File: src/rtl/counter_sched_pkg.sv
// Shared types for the counter scheduler: command opcodes and FSM states.
package counter_sched_pkg;

  localparam int unsigned CMD_OP_W = 2;
  localparam int unsigned STATE_W  = 2;

  typedef enum logic [CMD_OP_W-1:0] {
    CMD_START  = 2'b00,
    CMD_STOP   = 2'b01,
    CMD_LOAD   = 2'b10,
    CMD_SETCMP = 2'b11
  } cmd_op_e;

  typedef enum logic [STATE_W-1:0] {
    S_IDLE = 2'b00,
    S_RUN  = 2'b01,
    S_DONE = 2'b10
  } state_e;

endpackage

File: src/rtl/counter_sched_if.sv
// Host-facing command and event handshake bundle for counter_sched.
interface counter_sched_if
  import counter_sched_pkg::*;
#(
  parameter int unsigned W = 64
);

  logic         cmd_valid;
  logic         cmd_ready;
  cmd_op_e      cmd_op;
  logic [W-1:0] cmd_data;
  logic         evt_valid;
  logic         evt_ready;
  logic         evt_overrun;

  modport master (
    output cmd_valid, cmd_op, cmd_data, evt_ready,
    input  cmd_ready, evt_valid, evt_overrun
  );

  modport slave (
    input  cmd_valid, cmd_op, cmd_data, evt_ready,
    output cmd_ready, evt_valid, evt_overrun
  );

endinterface

File: src/rtl/counter_dp.sv
// W-bit registered up-counter; load beats clear beats increment.
module counter_dp #(
  parameter int unsigned W = 64
) (
  input  logic         clk,
  input  logic         rst_n,
  input  logic         inc_en,
  input  logic         clr,
  input  logic         ld,
  input  logic [W-1:0] ld_val,
  output logic [W-1:0] count
);

  always_ff @(posedge clk or negedge rst_n) begin
    if (!rst_n)      count <= '0;
    else if (ld)     count <= ld_val;
    else if (clr)    count <= '0;
    else if (inc_en) count <= count + W'(1);
  end

endmodule

File: src/rtl/counter_sched.sv
// Command-driven scheduler around counter_dp: FSM, compare register,
// match event reporting with overrun detection, and both handshakes.
module counter_sched
  import counter_sched_pkg::*;
#(
  parameter int unsigned W = 64
) (
  input  logic            clk,
  input  logic            rst_n,
  input  logic            periodic,
  output logic [W-1:0]    count,
  output logic            running,
  counter_sched_if.slave  bus
);

  state_e       state, state_n;
  logic [W-1:0] cmp;
  logic         evt_valid_q, evt_valid_n;
  logic         evt_overrun_q, evt_overrun_n;
  logic         cmd_ready_q, cmd_ready_n;
  logic         dp_ld, dp_clr, dp_inc;

  logic cmd_acc, start_acc, stop_acc, load_acc, setcmp_acc, match;

  assign cmd_acc    = bus.cmd_valid && cmd_ready_q;
  assign start_acc  = cmd_acc && (bus.cmd_op == CMD_START);
  assign stop_acc   = cmd_acc && (bus.cmd_op == CMD_STOP);
  assign load_acc   = cmd_acc && (bus.cmd_op == CMD_LOAD);
  assign setcmp_acc = cmd_acc && (bus.cmd_op == CMD_SETCMP);
  assign match      = (state == S_RUN) && (count == cmp);

  counter_dp #(.W(W)) u_dp (
    .clk    (clk),
    .rst_n  (rst_n),
    .inc_en (dp_inc),
    .clr    (dp_clr),
    .ld     (dp_ld),
    .ld_val (bus.cmd_data),
    .count  (count)
  );

  // State register
  always_ff @(posedge clk or negedge rst_n) begin
    if (!rst_n) state <= S_IDLE;
    else        state <= state_n;
  end

  // Next state: an accepted STOP outranks a one-shot expiry
  always_comb begin
    state_n = state;
    case (state)
      S_IDLE:  if (start_acc) state_n = S_RUN;
      S_RUN: begin
        if (stop_acc)                  state_n = S_IDLE;
        else if (match && !periodic)   state_n = S_DONE;
      end
      S_DONE:  if (start_acc) state_n = S_RUN;
      default: state_n = S_IDLE;
    endcase
  end

  // Datapath controls and next values of the registered outputs
  always_comb begin
    dp_ld  = load_acc;
    dp_clr = ((state == S_DONE) && start_acc) || (match && periodic && !stop_acc);
    dp_inc = (state == S_RUN) && !match && !stop_acc;

    evt_valid_n = evt_valid_q;
    if (evt_valid_q && bus.evt_ready) evt_valid_n = 1'b0;
    if (match)                        evt_valid_n = 1'b1;

    evt_overrun_n = evt_overrun_q;
    if (start_acc)                                  evt_overrun_n = 1'b0;
    if (match && evt_valid_q && !bus.evt_ready)     evt_overrun_n = 1'b1;

    // A one-shot expiry blocks new commands until the host acks it
    cmd_ready_n = !((state_n == S_DONE) && evt_valid_n);
  end

  always_ff @(posedge clk or negedge rst_n) begin
    if (!rst_n) begin
      cmp           <= '0;
      evt_valid_q   <= 1'b0;
      evt_overrun_q <= 1'b0;
      cmd_ready_q   <= 1'b0;
      running       <= 1'b0;
    end else begin
      if (setcmp_acc) cmp <= bus.cmd_data;
      evt_valid_q   <= evt_valid_n;
      evt_overrun_q <= evt_overrun_n;
      cmd_ready_q   <= cmd_ready_n;
      running       <= (state_n == S_RUN);
    end
  end

  assign bus.evt_valid   = evt_valid_q;
  assign bus.evt_overrun = evt_overrun_q;
  assign bus.cmd_ready   = cmd_ready_q;

endmodule

File: src/flat_wrapper.sv
// flat-port wrapper written by rule: the top's interface ports become plain ports
module counter_sched_flat import counter_sched_pkg::*;
#(
  parameter int unsigned W = 64
)
  (clk, rst_n, periodic, count, running, bus_cmd_valid, bus_cmd_op, bus_cmd_data, bus_evt_ready, bus_cmd_ready, bus_evt_valid, bus_evt_overrun);
  counter_sched_if #(.W(W)) bus_i ();
  input  logic clk;
  input  logic rst_n;
  input  logic periodic;
  output logic [W-1:0] count;
  output logic running;
  input wire logic [$bits(bus_i.cmd_valid)-1:0] bus_cmd_valid;
  input wire logic [$bits(bus_i.cmd_op)-1:0] bus_cmd_op;
  input wire logic [$bits(bus_i.cmd_data)-1:0] bus_cmd_data;
  input wire logic [$bits(bus_i.evt_ready)-1:0] bus_evt_ready;
  output wire logic [$bits(bus_i.cmd_ready)-1:0] bus_cmd_ready;
  output wire logic [$bits(bus_i.evt_valid)-1:0] bus_evt_valid;
  output wire logic [$bits(bus_i.evt_overrun)-1:0] bus_evt_overrun;
  assign bus_i.cmd_valid = bus_cmd_valid;
  assign bus_i.cmd_op = bus_cmd_op;
  assign bus_i.cmd_data = bus_cmd_data;
  assign bus_i.evt_ready = bus_evt_ready;
  assign bus_cmd_ready = bus_i.cmd_ready;
  assign bus_evt_valid = bus_i.evt_valid;
  assign bus_evt_overrun = bus_i.evt_overrun;
  counter_sched #(.W(W)) u_core (.clk(clk), .rst_n(rst_n), .periodic(periodic), .count(count), .running(running), .bus(bus_i));
endmodule
File: config.mk
export PLATFORM = sky130hd
export DESIGN_NAME = counter_sched_flat
export DESIGN_NICKNAME = d
export VERILOG_FILES = /design/src/rtl/counter_sched_pkg.sv /design/src/rtl/counter_sched_if.sv /design/src/rtl/counter_dp.sv /design/src/rtl/counter_sched.sv /design/src/flat_wrapper.sv
export SDC_FILE = /design/constraint.sdc
export NUM_CORES = 1
export LEC_CHECK = 0
export ABC_AREA = 1
export BUFFER_PORTS_ARGS = -buffer_cell sky130_fd_sc_hd__buf_2
export CAP_MARGIN = 20
export CELL_PAD_IN_SITES_DETAIL_PLACEMENT = 1
export CELL_PAD_IN_SITES_GLOBAL_PLACEMENT = 1
export CORE_MARGIN = 2
export CORE_UTILIZATION = 30
export DETAILED_ROUTE_END_ITERATION = 8
export PLACE_DENSITY = 0.66
export SETUP_SLACK_MARGIN = 0.02
export SYNTH_ARGS = -nofsm -noshare
export SYNTH_HDL_FRONTEND = slang
export SYNTH_SLANG_ARGS = --single-unit
File: constraint.sdc
create_clock -name clk -period 3.44 [get_ports clk]
set_input_delay 0.172 -clock clk [delete_from_list [all_inputs] [get_ports clk]]
set_output_delay 0.172 -clock clk [all_outputs]
set_load 0.02 [all_outputs]
==> metrics.md <==
| Metric | Value |
|---|---|
| TritonCTS Sinks | 134 |
| Switching portion of total power | 0.413 |
| Mean Syn Cell Area | 6.35 um2 |
| Slowest-stage cell, CP | dfrtp_1 |
| PD cells | 638 nW/um2 |
| Most repeated library cell on the critical path | nand2_1 |
| # port buffers | 138 |
| Library cells used by synthesis | 30 |
| Most frequent cells in the layout | nand2_1, nor2_1, buf_2, dfrtp_1, inv_1 |
| Total number of vias | 9471 |
| Net Sw Power | 3.02 mW |
| DR iter-0 viols | 481 |
| Delay-heaviest family, CP | simple AND/OR/NAND/NOR gates |
| Via/cell ratio | 4.70 |
| Leak | 5.60 nW |
| I/O pins | 139 |
| Starting Density | 0.303 |
| Antenna violations before repair | 0 |
| Post-synth ARST share | 1.00 |
| Minimum clock period | 2.91 ns |
| Combinational Power Share | 0.357 |
| Worst vdd ir | 275 uV |
| CP Launch Point | u_core.u_dp.count[0] |
| Setup Fix Bufs, Post-CTS | 0 |
| H-tree depth | 4 |
| Hold Path Class | in2reg |
| Seq/Total Area, Yosys | 0.374 |
| Max-cap viol count | 0 |
| Unrepaired setup endpoints after global routing | no |
| Mapped Cells | 1413 |
| Clock share of power | 0.292 |
| Max Buffers Root-to-Sink | 2 |
| Hold Crit Start | bus_cmd_data[11] |
| # rows | 63 |
| Root buf cell | clkbuf_16 |
| Pint | 4.31 mW |
| CP Class | reg2reg |
| Chip Width | 177 um |
| Status | finished, final reports clean |
| Final net count | 1686 |
| All-layer global routing usage | 0.226 |
| Flop and latch count out of synthesis | 134 |
| Hold Slack | 0.0252 ns |
| Critical Path AT | 3.25 ns |
| Largest net degree at the start of global routing | 69 |
| Worst stage delay on the critical path | 0.51 ns |
| Drt wl/cell | 17.0 um |
| Layout area overhead | 28.2% |
| Die area | 31300 um2 |
| Clk_lat worst skew | 0.44 ns |
| Layout cells sized above 1 | 0.161 |
| Most common cell after layout, fill and taps aside | nand2_1 |
| DRC Markers | 0 |
| Chip height | 177 um |
| Slew HR | 0.462 |
| Drt first pass iters | 7 |
| RR Startpoint | u_core.u_dp.count[0] |
| Sum Neg Setup Slack | 0 ns |
| Post-synth EDFFs | 0 |
| Post-route ant nets | 0 |
| Type of element launching the critical path | register |
| Clk_skew | 0.0186 ns |
| Main synth FF type | dfrtp_1 |
| Final hold vios | 0 |
| Core Footprint | 29600 um2 |
| Antenna Cells | 0 |
| Syn nets | 1485 |
| Final Cycle Share | 0.845 |
| Num CTS Buffers | 17 |
| First-pass GRT wire length | 54300 um |
| Fmax achieved | 344 MHz |
| DP HPWL | 25800 um |
| Setup crit end kind | register |
| Crit path cell chain | inv_2 -> nand2_1 -> nand2_1 -> nor2_1 -> nand2_1 -> nor2_1 -> nand2_1 -> nor2_4 -> nand3_4 -> buf_4 -> nand2_2 -> buf_4 -> inv_1 -> nand2_1 -> nand2_1 -> nand2_1 -> inv_1 |
| Setup violations, final | 0 |
| Max FO, Critical Path | 22 |
| Final Slew Violations | 0 |
| Worst Path Required | 3.78 ns |
| Actual slew at the worst max-slew pin | 0.805 ns |
| Vias in the first global route | 9719 |
| Buf/Inv on CP | 5 |
| Clock Pin Slew Worst Setup and Hold Paths | 0.07 ns |
| CTS tree | done |
| Syn. warnings | 0 |
| Routed Wire Length | 34300 um |
| Sequential power share | 0.351 |
| Placer Congestion | 0.914 |
| Grt total ovfl | 0 |
| Post-Syn Area | 8970 um2 |
-- cell families after synthesis --
group,synth area share
and+or+nand+nor,0.409
buffers and inverters,0.0830
DFF,0.374
AOI/OAI and AO/OA,0.0530
xor gates and xnor gates,0.0654
muxes,0.0138
adders and majority gates,0.00139
-- through the flow --
stage	worst slack [ns]	instances	util	cell area (um2)	total power, mW
global placement	0.410	1920	0.344	10200	5.08
detailed placement	0.522	1922	0.345	10200	5.17
global route	0.326	2016	0.389	11500	7.87
finish	0.532	2016	0.389	11500	7.33
floorplan	1.42	1413	-	8970	4.15
CTS	0.505	2016	0.389	11500	7.42
-- flip-flops by register name, indices dropped and copies added (netlist names) --
register	cells
u_core.bus.evt_valid	1
u_core.cmp	64
u_core.running	1
u_core.bus.evt_overrun	1
u_core.bus.cmd_ready	1
u_core.u_dp.count	64
u_core.state	2
-- what timing repair did --
item                      CTS  global route
hold buffers               63             0
resized for setup           0             0
hold endpoints to repair  132             0
-- power groups by stage --
stage          Sequential, mW  Clock, mW  Combinational, mW
6_report                 2.57       2.14               2.62
5_1_grt                  2.65       2.24               2.97
4_1_cts                  2.57       2.19               2.65
3_5_place_dp             2.60          0               2.57
3_3_place_gp             2.57          0               2.51
2_1_floorplan            2.75          0               1.41
-- final cells by class --
class / count / area, um2
well taps: 390 / 488
clock inverters: 12 / 228
repair buffers: 229 / 1600
fillers: 3824 / 18100
multi-input cells: 1093 / 4880
inverters: 139 / 522
clock buffers: 19 / 433
flip-flops and latches: 134 / 3350
-- worst reg2reg max path, cell delays in order, from the launching register on --
cell and delay [ns]:
dfrtp_1 0.51, inv_2 0.09, nand2_1 0.07, nand2_1 0.05, nor2_1 0.12, nand2_1 0.09, nor2_1 0.17, nand2_1 0.17
nor2_4 0.22, nand3_4 0.20, buf_4 0.30, nand2_2 0.11, buf_4 0.27, inv_1 0.12, nand2_1 0.16, nand2_1 0.07
nand2_1 0.06, inv_1 0.04
-- synth_stat cells (all sizes together), types with 2 or more instances --
master	instances	share of area
nand2	615	0.26
nor2	198	0.085
inv	139	0.058
dfrtp	134	0.37
o21ai	82	0.046
xor2	64	0.063
nand3	63	0.037
clkbuf	29	0.012
buf	18	0.013
nand4	16	0.011
nor3	13	0.0073
mux2	11	0.014
a21oi	10	0.0056
or2	9	0.0063
nand3b	3	0.0025
xnor2	3	0.0029
or3	2	0.0014
-- routing by layer --
metal,track usage,part of all wire,up-vias
met5,0,0,-
met3,0.0350,0.036,38
met1,0.306,0.48,4529
met4,0.0640,0.020,0
met2,0.372,0.46,172
li1,-,-,4732
-- worst paths after layout --
check	to	slack, ns	depth (start not counted)
setup / recovery	u_core.u_dp.count[11]	0.53	17
hold / removal	u_core.cmp[11]	0.03	2
setup reg to reg	u_core.u_dp.count[11]	0.53	17
hold reg to reg	u_core.cmp[37]	0.53	1
max in group asynchronous	u_core.u_dp.count[36]	2.32	3
min in group asynchronous	u_core.cmp[4]	0.30	2
No activity file was read; power rests on OpenSTA's default activity.
